===== src/rtl/fir_pkg.sv =====
// Shared FIR definitions: default sample widths, renormalisation shift and
// the signed sample types used on both sides of the filter.
package fir_pkg;

    localparam int FIR_IN_W  = 32;
    localparam int FIR_OUT_W = 16;
    localparam int FIR_SHIFT = 15;

    typedef logic signed [FIR_IN_W-1:0]  fir_acc_t;
    typedef logic signed [FIR_OUT_W-1:0] fir_sample_t;

endpackage


===== src/rtl/fir_sample_fifo.sv =====
// Synchronous show-ahead FIFO. The pointers carry one extra wrap bit so that
// full and empty can be told apart without a separate occupancy counter.
module fir_sample_fifo #(
    parameter int WIDTH = 16,
    parameter int DEPTH = 4
) (
    input  logic             clk,
    input  logic             rst,
    input  logic             clear,
    input  logic             push,
    input  logic             pop,
    input  logic [WIDTH-1:0] wdata,
    output logic [WIDTH-1:0] rdata,
    output logic             full,
    output logic             empty
);

    localparam int AW = $clog2(DEPTH);

    logic [WIDTH-1:0] mem [DEPTH];
    logic [AW:0]      wr_ptr;
    logic [AW:0]      rd_ptr;
    logic             do_push;
    logic             do_pop;

    always_comb begin
        empty   = (wr_ptr == rd_ptr);
        full    = (wr_ptr[AW] != rd_ptr[AW]) && (wr_ptr[AW-1:0] == rd_ptr[AW-1:0]);
        // A pop in the same cycle frees the slot the push is about to use.
        do_push = push && (!full || pop);
        do_pop  = pop && !empty;
        rdata   = empty ? '0 : mem[rd_ptr[AW-1:0]];
    end

    always_ff @(posedge clk or negedge rst) begin
        if (!rst) begin
            wr_ptr <= '0;
            rd_ptr <= '0;
        end else if (clear) begin
            wr_ptr <= '0;
            rd_ptr <= '0;
        end else begin
            if (do_push) wr_ptr <= wr_ptr + 1'b1;
            if (do_pop)  rd_ptr <= rd_ptr + 1'b1;
        end
    end

    always_ff @(posedge clk) begin
        if (do_push && !clear) mem[wr_ptr[AW-1:0]] <= wdata;
    end

endmodule


===== src/rtl/fir_out_decimator.sv =====
// FIR output stage: decimate, round-half-up with arithmetic shift, saturate,
// then buffer kept samples in a FIFO behind a valid/ready stream.
module fir_out_decimator
    import fir_pkg::*;
#(
    parameter int IN_W  = FIR_IN_W,
    parameter int OUT_W = FIR_OUT_W,
    parameter int SHIFT = FIR_SHIFT,
    parameter int DECIM = 4,
    parameter int DEPTH = 4
) (
    input  logic                    clk,
    input  logic                    rst,
    input  logic                    clear,
    input  logic signed [IN_W-1:0]  y_in,
    input  logic                    y_valid,
    output logic signed [OUT_W-1:0] out_data,
    output logic                    out_valid,
    input  logic                    out_ready,
    output logic                    sat_sticky,
    output logic                    drop_sticky
);

    localparam int PH_W    = (DECIM > 1) ? $clog2(DECIM) : 1;
    localparam int RND_POS = (SHIFT > 0) ? SHIFT - 1 : 0;

    localparam logic [PH_W-1:0]     PH_LAST = PH_W'(DECIM - 1);
    localparam logic signed [IN_W:0] RND    =
        (SHIFT > 0) ? ({{IN_W{1'b0}}, 1'b1} << RND_POS) : '0;
    localparam logic signed [IN_W:0] MAXV   =
        {{(IN_W - OUT_W + 2){1'b0}}, {(OUT_W - 1){1'b1}}};
    localparam logic signed [IN_W:0] MINV   =
        {{(IN_W - OUT_W + 2){1'b1}}, {(OUT_W - 1){1'b0}}};

    logic [PH_W-1:0]       phase;
    logic                  keep;
    logic signed [IN_W:0]  sum_ext;
    logic signed [IN_W:0]  rounded;
    logic                  s1_valid;
    logic signed [IN_W:0]  s1_data;
    logic                  over;
    logic                  under;
    logic [OUT_W-1:0]      clamped;
    logic                  pop;
    logic                  full;
    logic                  empty;
    logic [OUT_W-1:0]      head;

    always_comb begin
        keep    = y_valid && (phase == '0);
        // One guard bit keeps the rounding addend from overflowing the input range.
        sum_ext = $signed({y_in[IN_W-1], y_in}) + RND;
        rounded = sum_ext >>> SHIFT;
        over    = s1_data > MAXV;
        under   = s1_data < MINV;
        if (over) begin
            clamped = MAXV[OUT_W-1:0];
        end else if (under) begin
            clamped = MINV[OUT_W-1:0];
        end else begin
            clamped = s1_data[OUT_W-1:0];
        end
        out_valid = !empty;
        out_data  = $signed(head);
        pop       = out_valid && out_ready;
    end

    always_ff @(posedge clk or negedge rst) begin
        if (!rst) begin
            phase <= '0;
        end else if (clear) begin
            phase <= '0;
        end else if (y_valid) begin
            phase <= (phase == PH_LAST) ? '0 : phase + 1'b1;
        end
    end

    always_ff @(posedge clk or negedge rst) begin
        if (!rst) begin
            s1_valid <= 1'b0;
            s1_data  <= '0;
        end else begin
            s1_valid <= keep && !clear;
            if (keep) s1_data <= rounded;
        end
    end

    always_ff @(posedge clk or negedge rst) begin
        if (!rst) begin
            sat_sticky  <= 1'b0;
            drop_sticky <= 1'b0;
        end else if (clear) begin
            sat_sticky  <= 1'b0;
            drop_sticky <= 1'b0;
        end else begin
            if (s1_valid && (over || under)) sat_sticky <= 1'b1;
            if (s1_valid && full && !pop)    drop_sticky <= 1'b1;
        end
    end

    fir_sample_fifo #(
        .WIDTH (OUT_W),
        .DEPTH (DEPTH)
    ) u_fifo (
        .clk   (clk),
        .rst   (rst),
        .clear (clear),
        .push  (s1_valid),
        .pop   (pop),
        .wdata (clamped),
        .rdata (head),
        .full  (full),
        .empty (empty)
    );

endmodule


===== config.mk =====
export PLATFORM = sky130hd
export DESIGN_NAME = fir_out_decimator
export DESIGN_NICKNAME = d
export VERILOG_FILES = /design/src/rtl/fir_pkg.sv /design/src/rtl/fir_sample_fifo.sv /design/src/rtl/fir_out_decimator.sv
export SDC_FILE = /design/constraint.sdc
export NUM_CORES = 1
export LEC_CHECK = 0
export CORE_ASPECT_RATIO = 0.7
export CORE_MARGIN = 2
export CORE_UTILIZATION = 52
export CTS_CLUSTER_SIZE = 25
export DETAILED_ROUTE_END_ITERATION = 12
export PLACE_DENSITY = 0.8
export SYNTH_ARGS = -nofsm -noshare
export SYNTH_HDL_FRONTEND = slang
export SYNTH_HIERARCHICAL = 1
export SYNTH_SLANG_ARGS = --single-unit
export TNS_END_PERCENT = 50

===== constraint.sdc =====
create_clock -name clk -period 3.05 [get_ports clk]
set_input_delay 0.61 -clock clk [delete_from_list [all_inputs] [get_ports clk]]
set_output_delay 0.61 -clock clk [all_outputs]
set_load 0.02 [all_outputs]

# Word-level counts from Yosys, hierarchy flattened

Memories as Yosys holds them, arrays and structs flattened.
Index checks and enable logic that the tools add are counted.

Flip-flop bits (word level): 29
Bits in writable memories: 64
Input bits: 37
Output and inout port bits: 19
Word-level logic and storage cells: 56
Memories kept: 1

Add/subtract/negate cells: 4
Magnitude comparators: 2
Equal/unequal tests: 4
Muxes and demuxes: 16
Reduce and logical (&&, ||, !) cells: 22

Memory list:

| memory     | depth | width | rd ports | clocked after memory_dff | write ports | RTL line              | source |
|---|---|---|---|---|---|---|---|
| u_fifo.mem | 4     | 16    | 1        | 0                        | 1           | fir_sample_fifo.sv:20 | `logic [WIDTH-1:0] mem [DEPTH];` |

Operator list:

| kind                     | count |
|---|---|
| $mux W16                 | 3 |
| $add A32 B16 Y33 const B | 1 |
| $gt A18 B16 Y1 const B   | 1 |
| $lt A18 B16 Y1 const B   | 1 |
| $mux W3                  | 4 |
| $logic_and A1 B1 Y1      | 10 |
| $reduce_bool A2 Y1       | 5 |
| $add A3 B1 Y3 const B    | 2 |
| $mux W1                  | 6 |
| $mux W2                  | 3 |
| $logic_not A1 Y1         | 4 |
| $eq A3 B3 Y1             | 1 |
| $add A2 B1 Y2 const B    | 1 |
| $eq A2 B2 Y1             | 1 |
| $eq A2 B2 Y1 const B     | 1 |
| $logic_not A2 Y1         | 1 |
| $logic_or A1 B1 Y1       | 2 |
| $ne A1 B1 Y1             | 1 |

# Depth between registers and ports, before layout

Depth after elaboration: 8
Mapped depth: 8
Depth with buffers taken out: 6

# Cells and area by module

Netlist, hierarchy kept.

Modules (own cells, without submodules):

| module            | instances | cells each | area an instance (sq um) | seq. area each (sq um) |
|---|---|---|---|---|
| fir_sample_fifo   | 1         | 155        | 2915.3                   | 2072.0 |
| fir_out_decimator | 1         | 217        | 1539.0                   | 575.6 |

# Least setup slack after synthesis

Ideal clock, no wire load.

Path type: flip-flop to flip-flop
Start: reg u_fifo.rd_ptr[1]
End: mem u_fifo.mem[3][0] (enable)
Data arrival time: 2.114 ns
Required time: 2.676 ns
Path slack: 0.563 ns
Cell stages (with the launch flop): 9
Path buffers: 2
Period minus slack after synthesis: 2.487 ns
Cell sequence: dfrtp_1 > buf_2 > xor2_1 > nor3_2 > buf_2 > nor2b_1 > inv_1 > a41oi_1 > and2_1

Cells in the longest elaborated chain, start to end: 8
Elaborated cells between the ends (all ways): 11
Those cells by class: eq/ne (2); mux (2); reduce/logical (7)

RTL lines:

| what                          | RTL line                | source |
|---|---|---|
| from (decl)                   | fir_sample_fifo.sv:22   | `logic [AW:0] rd_ptr;` |
| from (signal assigned)        | fir_sample_fifo.sv:44   | `if (do_pop) rd_ptr <= rd_ptr + 1'b1;` |
| $eq A3 B3 Y1                  | fir_sample_fifo.sv:27   | `empty = (wr_ptr == rd_ptr);` |
| named net empty               | fir_out_decimator.sv:46 | `logic empty;` |
| $logic_not A1 Y1              | fir_out_decimator.sv:63 | `out_valid = !empty;` |
| $logic_and A1 B1 Y1           | fir_out_decimator.sv:65 | `pop = out_valid && out_ready;` |
| named net pop                 | fir_out_decimator.sv:44 | `logic pop;` |
| $logic_or A1 B1 Y1            | fir_sample_fifo.sv:30   | `do_push = push && (!full \|\| pop);` |
| $logic_and A1 B1 Y1           | fir_sample_fifo.sv:30   |  |
| $logic_and A1 B1 Y1           | fir_sample_fifo.sv:49   | `if (do_push && !clear) mem[wr_ptr[AW-1:0]] <= wdata;` |
| $mux W1                       | fir_sample_fifo.sv:49   |  |
| $mux W1 (implied by the code) | fir_sample_fifo.sv:49   |  |
| to (decl)                     | fir_sample_fifo.sv:20   |  |

The timed path passes the listed nets, and every way through them passes these cells.

# Final worst setup path

Start: reg u_fifo.rd_ptr[0]
End: out out_data[8]

Cells in the longest elaborated chain, start to end: 2
Elaborated cells between the ends (all ways): 3
Those cells by class: eq/ne (1); mux (1); memory (1)

RTL lines:

| what            | RTL line                | source |
|---|---|---|
| $eq A3 B3 Y1    | fir_sample_fifo.sv:27   |  |
| named net empty | fir_out_decimator.sv:46 |  |
| $mux W16        | fir_sample_fifo.sv:32   | `rdata = empty ? '0 : mem[rd_ptr[AW-1:0]];` |
| to (decl)       | fir_out_decimator.sv:17 | `output logic signed [OUT_W-1:0] out_data,` |

The timed path passes the listed nets, and every way through them passes these cells.

==> reports/qor.yml <==
placed_design:
  port_buffers: 41
  gp_congestion: 0.841
  dp_cells: 509
  hpwlAfterDp_um: 5420
sta:
  max_clock_freq_mhz: 350
  fin_crit_sh_pct: 93.8
  rsz0062_at_grt: "false"
  max_slew_margin_pct: 31.7
  finalHoldViolCount: 0
  final_max_slew_viol_count: 0
  tns_ps: 0
  setup_viol_count_final: 0
  finalCriticalPeriod_ps: 2860
  skew_ps: 4.90
  tightest_slew_ps: 1020
setup_path:
  reg2reg_from: "u_fifo/rd_ptr[0]$_DFFE_PN0P_"
  end_kind: "output pin"
  path_cells: "buf_4 > xor2_2 > nor3_2 > buf_4 > nor2b_1 > clkdlybuf4s50_1"
  critPathMostFrequentCell: "buf_4"
  cp_max_fo: 17
  reg2reg_depth: 8
  cp-start-kind: "flip-flop"
  slowest_stage: "clkdlybuf4s50_1"
  critical_path.max_stage_delay_ps: 630
  ff2ff_setup_slack_ps: 640
  arrival_ps: 2250
  critPathKind: "reg -> out"
  reg2reg_to: "u_fifo/mem[2][6]$_DFFE_PP_"
  required_ps: 2440
logic_synthesis:
  avgSynthCellArea_sq_um: 12.0
  ys_ff_latch: 93
  synth_top_area_cell: "edfxtp_1"
  synth_compound_area_share_pct: 5.11
  ys_seq_area_share_pct: 59.4
  yosys.area_share.simple_pct: 16.2
  synth_nets: 416
  synth.distinct_cells: 39
  ys_top_cells_by_area: "edfxtp_1 (43%), dfrtp_1 (16%), mux4_2 (8.1%)"
  yosys_warnings: 6
  yosysTopAreaCellShare_pct: 43.1
  synth_top_family_by_area: "simple AND/OR/NAND/NOR gates"
  synth_xor_area_share_pct: 4.33
  syn_area_sq_um: 4450
  synth_cells: 372
  synth_fa_ha_area_share_pct: 1.97
  synth.area.mux_share_pct: 10.0
grt:
  grt_first_pass_wirelength_um: 12700
  grtUsageTotal_pct: 18.3
  grt_max_degree: 38
  antenna_found_initial: 0
  grt.overflow.total: 0
  grt_pass1_vias: 2578
clocking:
  cts-root-buf: "clkbuf_16"
  path_clk_slew_ps: 60
  cts_made_buffers: 9
  cts_max_level: 3
  clock_latency_ps: 330
  cts_hold_buf: 0
  cts_tree: "done"
  cts_setup_buffers: 0
  cts.sinks: 93
  cts_max_path_buffers: 2
  post_cts_resized: 0
floorplan:
  fp.coreArea_sq_um: 8370
  fp.dieH_um: 81.4
  die_w_um: 115
  fp-row-count: 28
  start_util_pct: 53.2
  boundaryPins: 56
  dieArea_sq_um: 9330
power_and_ir_drop:
  p_leak_nw: 1.91
  ir_drop_mv: 0.278
  power_density_nw_per_um2: 636
detailed_routing:
  routed_via_density: 5.30
  num_vias: 2784
  first_iter_violations: 148
  routed_wl_um: 7850
  wl_per_cell_um: 15.0
  route.detailed.drc: 0
  drtAntennaViolNets: 0
  drt_first_pass_iters: 4
cells_and_area:
  syn_to_final_growth_pct: 19.7
  final_layout_size_suffix_gt1_share_pct: 12.1
  fin_util_pct: 63.7
  num_antenna_cells: 0
  nets: 459
  stdcell_count: 525
hold_path:
  min_path_cells: 2
  min_from: "s1_data[5]$_DFFE_PN0P_"
  min_path_type: "reg -> reg"
  hold_end: "s1_data[5]$_DFFE_PN0P_"
run:
  maxCapViolCount: 0
run_status:
  status: "complete, no violations"
[area by class of cell]
cell class	count	area, sq um
clock inverters	2	36.3
clock buffers	14	294
fillers	663	3040
flip-flops and latches	93	2650
multi-input cells	247	1680
inverters	11	41.3
repair buffers	53	500
well taps	105	131
[worst max path at each step]
stage,from,endpoint,slack [ps],cells after the start
after floorplan,u_fifo/rd_ptr[1]$_DFFE_PN0P_,u_fifo/mem[3][0]$_DFFE_PP_,560,8
after global placement,u_fifo/rd_ptr[0]$_DFFE_PN0P_,out_data[8],520,6
after detailed placement,u_fifo/rd_ptr[0]$_DFFE_PN0P_,out_data[8],440,6
after CTS,u_fifo/rd_ptr[0]$_DFFE_PN0P_,out_data[8],60,6
after global routing,u_fifo/rd_ptr[0]$_DFFE_PN0P_,out_data[8],20,6
final,u_fifo/rd_ptr[0]$_DFFE_PN0P_,out_data[8],190,6
[through the flow]
stage	hold slack (ps)	setup WS, ps	power, mW	area (sq um)
3_5_place_dp	494	437	2.24	5000
2_1_floorplan	314	563	2.00	4450
6_report	504	189	3.39	5330
3_3_place_gp	482	517	2.20	5000
4_1_cts	508	55.8	3.43	5330
5_1_grt	519	19.2	3.55	5330
[cells in the final DEF, fill, tap and decap left out, types with 6 or more instances in the layout]
| cell | n |
|---|---|
| edfxtp_1 | 64 |
| dfrtp_1 | 29 |
| clkbuf_16 | 11 |
| xor2_1 | 6 |
| clkdlybuf4s50_1 | 41 |
| mux4_2 | 16 |
| o21ai_0 | 14 |
| nor2b_1 | 19 |
| nand2_1 | 42 |
| ha_1 | 7 |
| nand3_1 | 8 |
| inv_1 | 11 |
| a21oi_1 | 15 |
| buf_4 | 12 |
| nor3_1 | 6 |
| nor2_1 | 60 |
| xnor2_1 | 15 |
[routing by layer]
layer  global-route usage (%)  part of all wire (%)  vias up
met3                     5.09                   6.0        5
met1                     25.6                    48     1302
met5                        0                     0        -
met4                     4.15                  0.75        0
met2                     29.1                    46       79
li1                         -                     -     1398
[worst max-delay path, delay by kind of cell, from the launching register on]
kind	cells	cell delay [ps]
and+or+nand+nor	2	230
DFF	1	410
buffers and inverters	3	1040
xor gates and xnor gates	1	230
[synth_stat cells]
library cell   n
dfrtp_1       29
and3_1         1
xnor2_1       15
buf_1          1
nand4_4        1
inv_1         11
or4_4          1
nor4_1         3
nor2b_1       19
o41a_1         1
ha_1           7
nand3_1        8
a311o_1        1
clkbuf_1      15
mux2i_1        3
nor3_1         6
nand2b_1       1
o21ai_1        2
edfxtp_1      64
nor3_2         1
nand4_1        3
mux4_2        16
a31oi_1        3
nand2_1       42
buf_4          2
and2_1         5
buf_2          3
a211oi_1       1
mux2_2         4
or3_1          1
o211ai_1       1
a21oi_1       15
or4_1          1
mux2_1         1
a41oi_1        2
nor2_1        60
o21ai_0       14
xor2_1         7
or4bb_1        1
[where the power goes]
part	switching (mW)	internal, mW	leakage [nW]
Clock	0.427	0.753	0.165
Combinational	0.342	0.256	0.802
Sequential	0.109	1.51	0.947
[flip-flops by register name, indices dropped and copies added (netlist names)]
signal         flops
u_fifo/mem        64
s1_data           18
u_fifo/rd_ptr      3
u_fifo/wr_ptr      3
phase              2
drop_sticky        1
s1_valid           1
sat_sticky         1
[cell families after synthesis]
group	after synthesis
fa+ha+maj	7
xor+xnor	22
mux	24
compound gates	40
flops	93
buf+inv	32
simple gates	154
Note: power is estimated with default switching activity, not from simulation.
